## src/rtl/jump_control_pkg.sv

```systemverilog
// jump_control_pkg: shared opcode constants and the branch decision struct for KGP-RISC branch resolution
package jump_control_pkg;
  localparam int OPW = 6;
  localparam logic [OPW-1:0] OP_B    = 6'b101000;
  localparam logic [OPW-1:0] OP_BR   = 6'b100000;
  localparam logic [OPW-1:0] OP_BL   = 6'b101011;
  localparam logic [OPW-1:0] OP_BLTZ = 6'b110000;
  localparam logic [OPW-1:0] OP_BZ   = 6'b110001;
  localparam logic [OPW-1:0] OP_BNZ  = 6'b110010;
  localparam logic [OPW-1:0] OP_BCY  = 6'b101001;
  localparam logic [OPW-1:0] OP_BNCY = 6'b101010;
  typedef struct packed {
    logic taken;
    logic is_branch;
    logic link_en;
    logic reg_target;
  } jump_dec_t;
endpackage

```

## src/rtl/branch_cond_decode.sv

```systemverilog
// branch_cond_decode: combinational opcode + ALU flags -> branch decision, shared with the hazard unit
module branch_cond_decode
  import jump_control_pkg::*;
(
  input  logic [OPW-1:0] op_code_i,
  input  logic           flag_zero_i,
  input  logic           flag_sign_i,
  input  logic           flag_carry_i,
  output jump_dec_t      dec_o
);
  // Unknown or undefined opcodes fall to the default and decode as non-branch
  always_comb begin
    dec_o = '0;
    case (op_code_i)
      OP_B:    dec_o = 4'b1100;
      OP_BR:   dec_o = 4'b1101;
      OP_BL:   dec_o = 4'b1110;
      OP_BLTZ: dec_o = {flag_sign_i, 3'b100};
      OP_BZ:   dec_o = {flag_zero_i, 3'b100};
      OP_BNZ:  dec_o = {~flag_zero_i, 3'b100};
      OP_BCY:  dec_o = {flag_carry_i, 3'b100};
      OP_BNCY: dec_o = {~flag_carry_i, 3'b100};
      default: dec_o = '0;
    endcase
  end
endmodule

```

## config.mk

```make
export PLATFORM = sky130hd
export DESIGN_NAME = branch_cond_decode
export DESIGN_NICKNAME = d
export VERILOG_FILES = /design/src/rtl/jump_control_pkg.sv /design/src/rtl/branch_cond_decode.sv
export SDC_FILE = /design/constraint.sdc
export NUM_CORES = 1
export LEC_CHECK = 0
export CAP_MARGIN = 20
export CORE_AREA = 2 2 39 41
export DETAILED_ROUTE_END_ITERATION = 8
export DIE_AREA = 0 0 41 43
export RECOVER_POWER = 100
export SLEW_MARGIN = 0
export SYNTH_ARGS = -nofsm -noshare
export SYNTH_HDL_FRONTEND = slang
export SYNTH_SLANG_ARGS = --single-unit
```

## constraint.sdc

```tcl
create_clock -name vclk -period 0.8
set_input_delay 0.16 -clock vclk [all_inputs]
set_output_delay 0.16 -clock vclk [all_outputs]
set_load 0.005 [all_outputs]
```

==> results.yml, run 1 <==
run_status:
  status: "finished with violations"
  violated_checks: "setup timing"
route:
  postRouteAntennaNets: 0
  post_drt_wl_per_cell_microns: 10.8
  vias_after_detailed_routing: 209
  drt_wl_total_microns: 561
  drt-pass1-iter-count: 4
  drt_iter0_markers: 1
  post_drt_via_cell_ratio: 4.02
  route.detailed.drc: 0
die:
  fp.coreArea_sq_um: 1380
  std_cell_rows: 14
  fp.dieW_microns: 41
  die_height_microns: 43
  start_util_pct: 7.96
  boundaryPins: 13
  fp.dieArea_sq_um: 1760
job:
  cap_viol_max_count: 0
placement:
  placed_area_sq_um: 294
  dpl.hpwl_microns: 378
  placed_cells: 50
  port-buffer-count: 13
  place_congestion: 0.571
cells_and_area:
  seq_cell_count: 0
  register_area_sq_um: 0
  count_of_clock_net_buffers_in_the_final_layout: 0
  stdcell_area_sq_um: 348
  syn_to_final_growth_pct: 216
  n_antenna_cell: 0
  final_nets: 47
  final_cell_count_no_fill: 52
  share_of_layout_cells_above_drive_strength_1_pct: 69.4
  commonest_cells_after_routing_fill_and_taps_aside: "sky130_fd_sc_hd__buf_6, sky130_fd_sc_hd__buf_2, sky130_fd_sc_hd__buf_4, sky130_fd_sc_hd__nand2b_4, sky130_fd_sc_hd__dlygate4sd2_1"
synth:
  ys_top_cells_by_area: "sky130_fd_sc_hd__nand2b_1, sky130_fd_sc_hd__mux2i_1, sky130_fd_sc_hd__a31o_1"
  post-synth-top-area-fraction_pct: 17.0
  post_synth_instance_area_sq_um: 110
  synth-seq-area-share_pct: 0
  synth_unique_cells: 15
  netlist_instances: 17
  ys.warnings.count: 0
  synth.net_count: 26
  synth_area_per_cell_sq_um: 6.48
  synth_top_area_cell: "sky130_fd_sc_hd__nand2b_1"
timing:
  final_setup_tns_ns: -0.696
  finalCriticalPeriod_ns: 1.07
  report.final.slew_viol_count: 0
  report.final.hold_viol_count: 0
  headroom_to_the_max_slew_limit_pct: 87.6
  max_freq_mhz: 931
  worst_tran_pin_value_ns: 0.186
  setup_viol_count_final: 4
  final_critical_path_setup_slack_ns: -0.274
  period_share_pct: 134
  rsz_0062_raised_after_global_routing: "yes"
critical_path:
  timing.setup.critical_path_class: "in2out"
  timing.critical_path.from_type: "input port"
  worst-endpoint-required_ns: 0.64
  arrival_ns: 0.91
  timing.critical_path.fanout_max: 3
  worst_setup_path_end_kind: "output pin"
worst_hold_path:
  hold_path.class: "in2out"
power_and_ir_drop:
  fin_total_pwr_w: 0.000151
  power_density_nw_per_um2: 434
  leakagePower_nw: 0.163
  power.ir.vdd_worst_v: 0.0000832
global_route:
  pin_count_of_the_biggest_net_entering_global_routing: 6
  grt.overflow.total: 0
  grt_usage_pct: 5.29
  first_global_vias: 185
  antenna_found_initial: 0
  grt_first_pass_wirelength_microns: 703
cts:
  post_cts_hold_buffer_count: 0
[cell type report]
| type | instances | area (sq um) |
|---|---|---|
| repair buffers | 19 | 156 |
| fillers | 166 | 1040 |
| well taps | 16 | 20.0 |
| multi-input cells | 17 | 171 |
[per-layer routing]
metal,wire [microns],track usage (%),up-vias
met3,51,0,0
met5,0,0,-
met1,217,7.28,95
met4,0,0,0
met2,293,9.38,10
li1,-,-,104
[where the power goes]
| group | internal, W | switching (W) | leakage [nW] | total (W) |
|---|---|---|---|---|
| clock | 0 | 0 | 0 | 0 |
| sequential | 0 | 0 | 0 | 0 |
| combinational | 0.0000926 | 0.0000584 | 0.163 | 0.000151 |
| total | 0.0000926 | 0.0000584 | 0.163 | 0.000151 |
[worst paths after layout]
kind,start,slack [ns],to,depth (start not counted)
min,op_code_i[3],0.60,dec_o[0],3
max,op_code_i[1],-0.27,dec_o[3],5
[Yosys cell counts]
master                     count
sky130_fd_sc_hd__nand2b_1      3
sky130_fd_sc_hd__a21oi_1       1
sky130_fd_sc_hd__a31o_1        1
sky130_fd_sc_hd__a31oi_1       1
sky130_fd_sc_hd__mux2i_1       1
sky130_fd_sc_hd__nand2_1       1
sky130_fd_sc_hd__nand3_1       1
sky130_fd_sc_hd__nand3b_1      1
sky130_fd_sc_hd__nor2_1        1
sky130_fd_sc_hd__nor2b_1       1
sky130_fd_sc_hd__nor3_1        1
sky130_fd_sc_hd__nor4b_1       1
sky130_fd_sc_hd__o211ai_1      1
sky130_fd_sc_hd__o21bai_1      1
sky130_fd_sc_hd__or2_1         1
[per-stage QoR]
stage                     utilization [%]  hold slack [ns]  setup slack [ns]
after global routing                 25.1            0.611            -0.326
after floorplan                         -            0.353           -0.0589
after global placement               21.2             1.36             -1.06
after detailed placement             21.2             1.35             -1.06
after CTS                            23.5            0.631            -0.318
final                                25.1            0.600            -0.274
[kinds of logic (layout without fill, tap and decap cells)]
kind of cell           after synthesis  after routing  synth area share [%]
AND/OR/NAND/NOR                     11             11                  59.1
AO/OA/AOI/OAI                        5              5                  31.8
multiplexers                         1              1                  9.09
buffers and inverters                0             19                     0
[timing repair]
item,in CTS,in global routing
endpoints found under the setup margin,4,4
setup buffers,1,1
endpoints found under the hold margin,0,0
pin swaps,7,5
gates cloned,0,0
gates resized for setup,60,4
[worst max-delay path, cell delays in order]
cell and delay [ns]:
sky130_fd_sc_hd__buf_6 0.09, sky130_fd_sc_hd__or2_1 0.23, sky130_fd_sc_hd__a31o_1 0.19, sky130_fd_sc_hd__a21oi_2 0.12, sky130_fd_sc_hd__buf_2 0.11
Power figures use the tool's default switching activity.
==> run 2: changes to the inputs <==
==> constraint.sdc (replaced) <==
create_clock -name vclk -period 1
set_input_delay 0.2 -clock vclk [all_inputs]
set_output_delay 0.2 -clock vclk [all_outputs]
set_load 0.005 [all_outputs]
==> run 2 against run 1 <==
Against the previous run:
- the run still ends with setup timing left
- power is 36% lower
- non-clock buffer count fell by 1
- combinational power shrank 36%
- largest cell class unchanged
- highest routed layer unchanged
==> results.yml, run 2 (same netlist as run 1, synthesis figures left out) <==
run_status:
  status: "finished with violations"
  violated_checks: "setup timing"
timing:
  headroom_to_the_max_slew_limit_pct: 86.1
  period_share_pct: 114
  rsz_0062_raised_after_global_routing: "yes"
  report.final.hold_viol_count: 0
  report.final.slew_viol_count: 0
  worst_tran_pin_value_ns: 0.208
  setup_viol_count_final: 3
  final_critical_path_setup_slack_ns: -0.136
  max_freq_mhz: 880
  hold-worst-slack_ns: 0.734
  finalCriticalPeriod_ns: 1.14
job:
  cap_viol_max_count: 0
power_and_ir_drop:
  leakagePower_nw: 0.135
  power_density_nw_per_um2: 330
  power.ir.vdd_worst_v: 0.0000413
critical_path:
  timing.critical_path.fanout_max: 3
  arrival_ns: 0.94
  worst-endpoint-required_ns: 0.80
  worst_setup_path_end_kind: "output pin"
  timing.setup.critical_path_class: "in2out"
  timing.critical_path.from_type: "input port"
global_route:
  grt.overflow.total: 0
  first_global_vias: 172
  antenna_found_initial: 0
  grt_usage_pct: 5.00
  pin_count_of_the_biggest_net_entering_global_routing: 6
  grt_first_pass_wirelength_microns: 669
die:
  fp.coreArea_sq_um: 1380
  std_cell_rows: 14
  fp.dieArea_sq_um: 1760
  start_util_pct: 7.96
  die_height_microns: 43
  fp.dieW_microns: 41
  boundaryPins: 13
route:
  post_drt_wl_per_cell_microns: 8.98
  vias_after_detailed_routing: 194
  post_drt_via_cell_ratio: 3.80
  drt_wl_total_microns: 458
  route.detailed.drc: 0
  drt-pass1-iter-count: 1
  postRouteAntennaNets: 0
  drt_iter0_markers: 0
cells_and_area:
  commonest_cells_after_routing_fill_and_taps_aside: "sky130_fd_sc_hd__buf_2, sky130_fd_sc_hd__buf_6, sky130_fd_sc_hd__buf_4, sky130_fd_sc_hd__nand2b_1, sky130_fd_sc_hd__clkbuf_2"
  seq_cell_count: 0
  share_of_layout_cells_above_drive_strength_1_pct: 65.7
  final_common_cell: "sky130_fd_sc_hd__buf_2"
  syn_to_final_growth_pct: 165
  n_antenna_cell: 0
  count_of_clock_net_buffers_in_the_final_layout: 0
  final_nets: 46
  register_area_sq_um: 0
  stdcell_area_sq_um: 292
worst_hold_path:
  worst_hold_path.endpoint: "dec_o[0]"
  hold_path.class: "in2out"
  min_from: "op_code_i[3]"
  hold_path_depth: 3
placement:
  place_congestion: 0.533
  dpl.hpwl_microns: 346
  port-buffer-count: 13
  placed_area_sq_um: 298
  placement.setup.worst_slack_ns: -0.949
cts:
  buffer_count_from_post_cts_setup_fixing: 0
[run 2: cell types whose count changed in the layout (fill, tap and decap cells not counted)]
cell / delta
sky130_fd_sc_hd__buf_2: +2
sky130_fd_sc_hd__nand2b_1: +2
sky130_fd_sc_hd__nand2b_4: -2
sky130_fd_sc_hd__buf_4: -1
sky130_fd_sc_hd__buf_6: -1
sky130_fd_sc_hd__buf_8: -1
sky130_fd_sc_hd__clkbuf_2: +1
sky130_fd_sc_hd__dlygate4sd2_1: -1
sky130_fd_sc_hd__nor2_2: +1
sky130_fd_sc_hd__nor2_4: -1
sky130_fd_sc_hd__nor4b_2: +1
sky130_fd_sc_hd__nor4b_4: -1
[run 2: cell type report]
| cell class | count | area, sq um |
|---|---|---|
| multi-input combinational | 17 | 143 |
| tap | 16 | 20.0 |
| timing repair buffer | 18 | 129 |
| fill | 170 | 1090 |
[run 2: how the worst max path moves through the flow]
stage	from	end	slack [ns]	cells past startpoint
floorplan	op_code_i[1]	dec_o[3]	0.03	3
global placement	op_code_i[4]	dec_o[3]	-0.97	5
finish	op_code_i[0]	dec_o[3]	-0.14	5
CTS	op_code_i[0]	dec_o[3]	-0.20	5
global route	op_code_i[0]	dec_o[3]	-0.19	6
detailed placement	op_code_i[4]	dec_o[3]	-0.95	5
[run 2: through the flow]
stage                     cells   power, W  setup TNS (ns)  util (%)
after floorplan              17  0.0000259               0         -
after global placement       51  0.0000954           -3.63      21.5
after detailed placement     51  0.0000955           -3.56      21.5
after CTS                    51  0.0000935          -0.317      21.0
after global routing         51   0.000105          -0.405      21.1
final                        51  0.0000963          -0.230      21.1
[run 2: report_power, final]
part / switching (W) / internal [W] / total (W)
combinational: 0.0000384 / 0.0000579 / 0.0000963
sequential: 0 / 0 / 0
clock: 0 / 0 / 0
[run 2: per-layer routing]
metal | wire, microns | GRT usage, % | vias to the layer above | part of all wire, %
li1 | - | - | 103 | -
met3 | 32 | 0 | 0 | 7.0
met5 | 0 | 0 | - | 0
met1 | 175 | 6.65 | 85 | 38
met2 | 251 | 9.06 | 6 | 55
met4 | 0 | 0 | 0 | 0
[run 2: worst max-delay path, stage by stage]
cell                       delay (ns)
sky130_fd_sc_hd__buf_6           0.10
sky130_fd_sc_hd__or2_1           0.23
sky130_fd_sc_hd__o211ai_1        0.21
sky130_fd_sc_hd__a21oi_2         0.08
sky130_fd_sc_hd__buf_2           0.12
[run 2: timing repair]
item	in CTS	in global routing
endpoints found under the hold margin	0	0
setup endpoints to repair	4	4
pin swaps	6	5
gates resized for setup	52	6
hold buffers	0	0
cloned	0	0
==> edit, RTL diff (flow settings as in run 1) <==
Change the package constant `OPW` from 6 to 7.
--- a/src/rtl/jump_control_pkg.sv
+++ b/src/rtl/jump_control_pkg.sv
@@ -1,5 +1,5 @@
 // jump_control_pkg: shared opcode constants and the branch decision struct for KGP-RISC branch resolution
 package jump_control_pkg;
-  localparam int OPW = 6;
+  localparam int OPW = 7;
   localparam logic [OPW-1:0] OP_B    = 6'b101000;
   localparam logic [OPW-1:0] OP_BR   = 6'b100000;
Interface: changed (resized op_code_i); port bits go from 13 to 14. No check against the original RTL was run, so the function may have changed too.
==> edit against run 1 <==
- the flow still finishes with violations (negative setup slack)
- sequential share of layout area stayed put
- setup slack worse by 0.027 ns
- wire length is 6.1% lower
- synthesized area is 9.1% higher
- power is 0.17% higher
- combinational power hardly changed
- non-clock buffer count is 2 higher
- hold slack better by 0.075 ns
- final area is 7.9% higher
==> edit: results (changes against run 1) <==
stage;metric;value;unit;change
synth;synth_commonest_cells;nand3_1, nor3b_1, o21a_1;;
hold_path;hold_path_class;in -> out;;
outcome;violations;negative setup slack;;
drt;viasPerCell;4.055;;+0.88%
power_and_ir_drop;p_seq_frac;0;;unchanged
global_route;use_met3;0;;unchanged
power_and_ir_drop;swShare;0.3997;;+0.01284
final_layout;area_growth;212.5;%;
critical_path;worstPathArrival;0.94;ns;+0.03 ns
critical_path;cpPeakStageDelay;0.30;ns;+0.07 ns
critical_path;critPathMaxFanout;3;;unchanged
synth;yosysWarnings;0;;unchanged
drt;first_pass_iters;1;;-3
power_and_ir_drop;netSwitchingPower;0.00006046;W;+3.5%
place;place_congestion;0.5544;;-2.9%
timing;finalSetupViolCount;4;;unchanged
place;io_buffers;14;;+1
final_layout;drive_above_1_share;0.7436;;+0.04915
synth;synth_compound_area_frac;0.3438;;+0.02557
final_layout;seq_cell_count;0;;unchanged
power_and_ir_drop;p_clk_frac;0;;unchanged
final_layout;nFillCells;161;;-3.0%
place;dp_slack;-1.195;ns;-0.1337 ns
synth;synthAdderAreaFrac;0;;unchanged
timing;relSlewSlack;0.8444;;-0.03129
synth;synth_nets;28;;+7.7%
global_route;grt_use_met2;0.1125;;+0.01875
place;dp_hpwl;399.9;um;+5.7%
final_layout;n_clock_buffer;0;;unchanged
critical_path;cp_top_family;compound AO/OA/AOI/OAI gates;;
synth;synth.area.mux_share;0;;-0.09091
final_layout;n_antenna_cell;0;;unchanged
synth;ys_types;15;;unchanged
synth;ys_top_cells_by_area;nor3b_1, o21a_1, a2111oi_1, nand3_1, nor4b_1;;
final_layout;fin_nets;51;;+8.5%
critical_path;crit_slowest_cell;a2111oi_4;;
global_route;grt_max_degree;8;;+2
drt;avgRoutedWirePerCell;9.582;um;-11%
global_route;grt_pass1_vias;212;;+15%
synth;seq_area_frac_synth;0;;unchanged
timing;fin_ws;-0.3004;ns;-0.02672 ns
global_route;grt.total_usage;0.06194;;+0.008991
global_route;met1_usage;0.08228;;+0.009494
drt;initialDrtViolationCount;0;;-1
global_route;grt_pass1_wl;834;um;+19%
power_and_ir_drop;ir_drop;77.83;uV;-6.5%
outcome;status;finished, violations left;;
place;dpl_cell_area;341.6;um2;+16%
global_route;antenna_found_initial;0;;unchanged
power_and_ir_drop;p_leak;0.1619;nW;-0.89%
## edit: final timing paths
path / slack [ns] / start / endpoint / depth (start not counted)
setup / recovery: -0.30 / op_code_i[3] / dec_o[3] / 5
hold / removal: 0.68 / op_code_i[3] / dec_o[0] / 4
## edit: timing repair
item | 4_1_cts | 5_1_grt
buffers inserted | 2 | 0
pin swaps | 5 | 3
resized for setup | 64 | 0
endpoints found under the setup margin | 4 | 4
## edit: per-stage QoR
stage / setup TNS [ns] / cells
6_report: -1.016 / 55
2_1_floorplan: -0.1161 / 18
4_1_cts: -1.067 / 55
5_1_grt: -1.223 / 55
3_3_place_gp: -4.427 / 53
3_5_place_dp: -4.425 / 53
## edit: per-layer routing
layer	part of all wire	vias to the layer above
met5	0	-
met4	0	0
met3	0.095	0
met2	0.54	8
met1	0.36	102
li1	-	113
## edit: area by class of cell
class	count	share of cell area
Tap cell	16	0.05333
Timing Repair Buffer	21	0.4267
Multi-Input combinational cell	18	0.5200
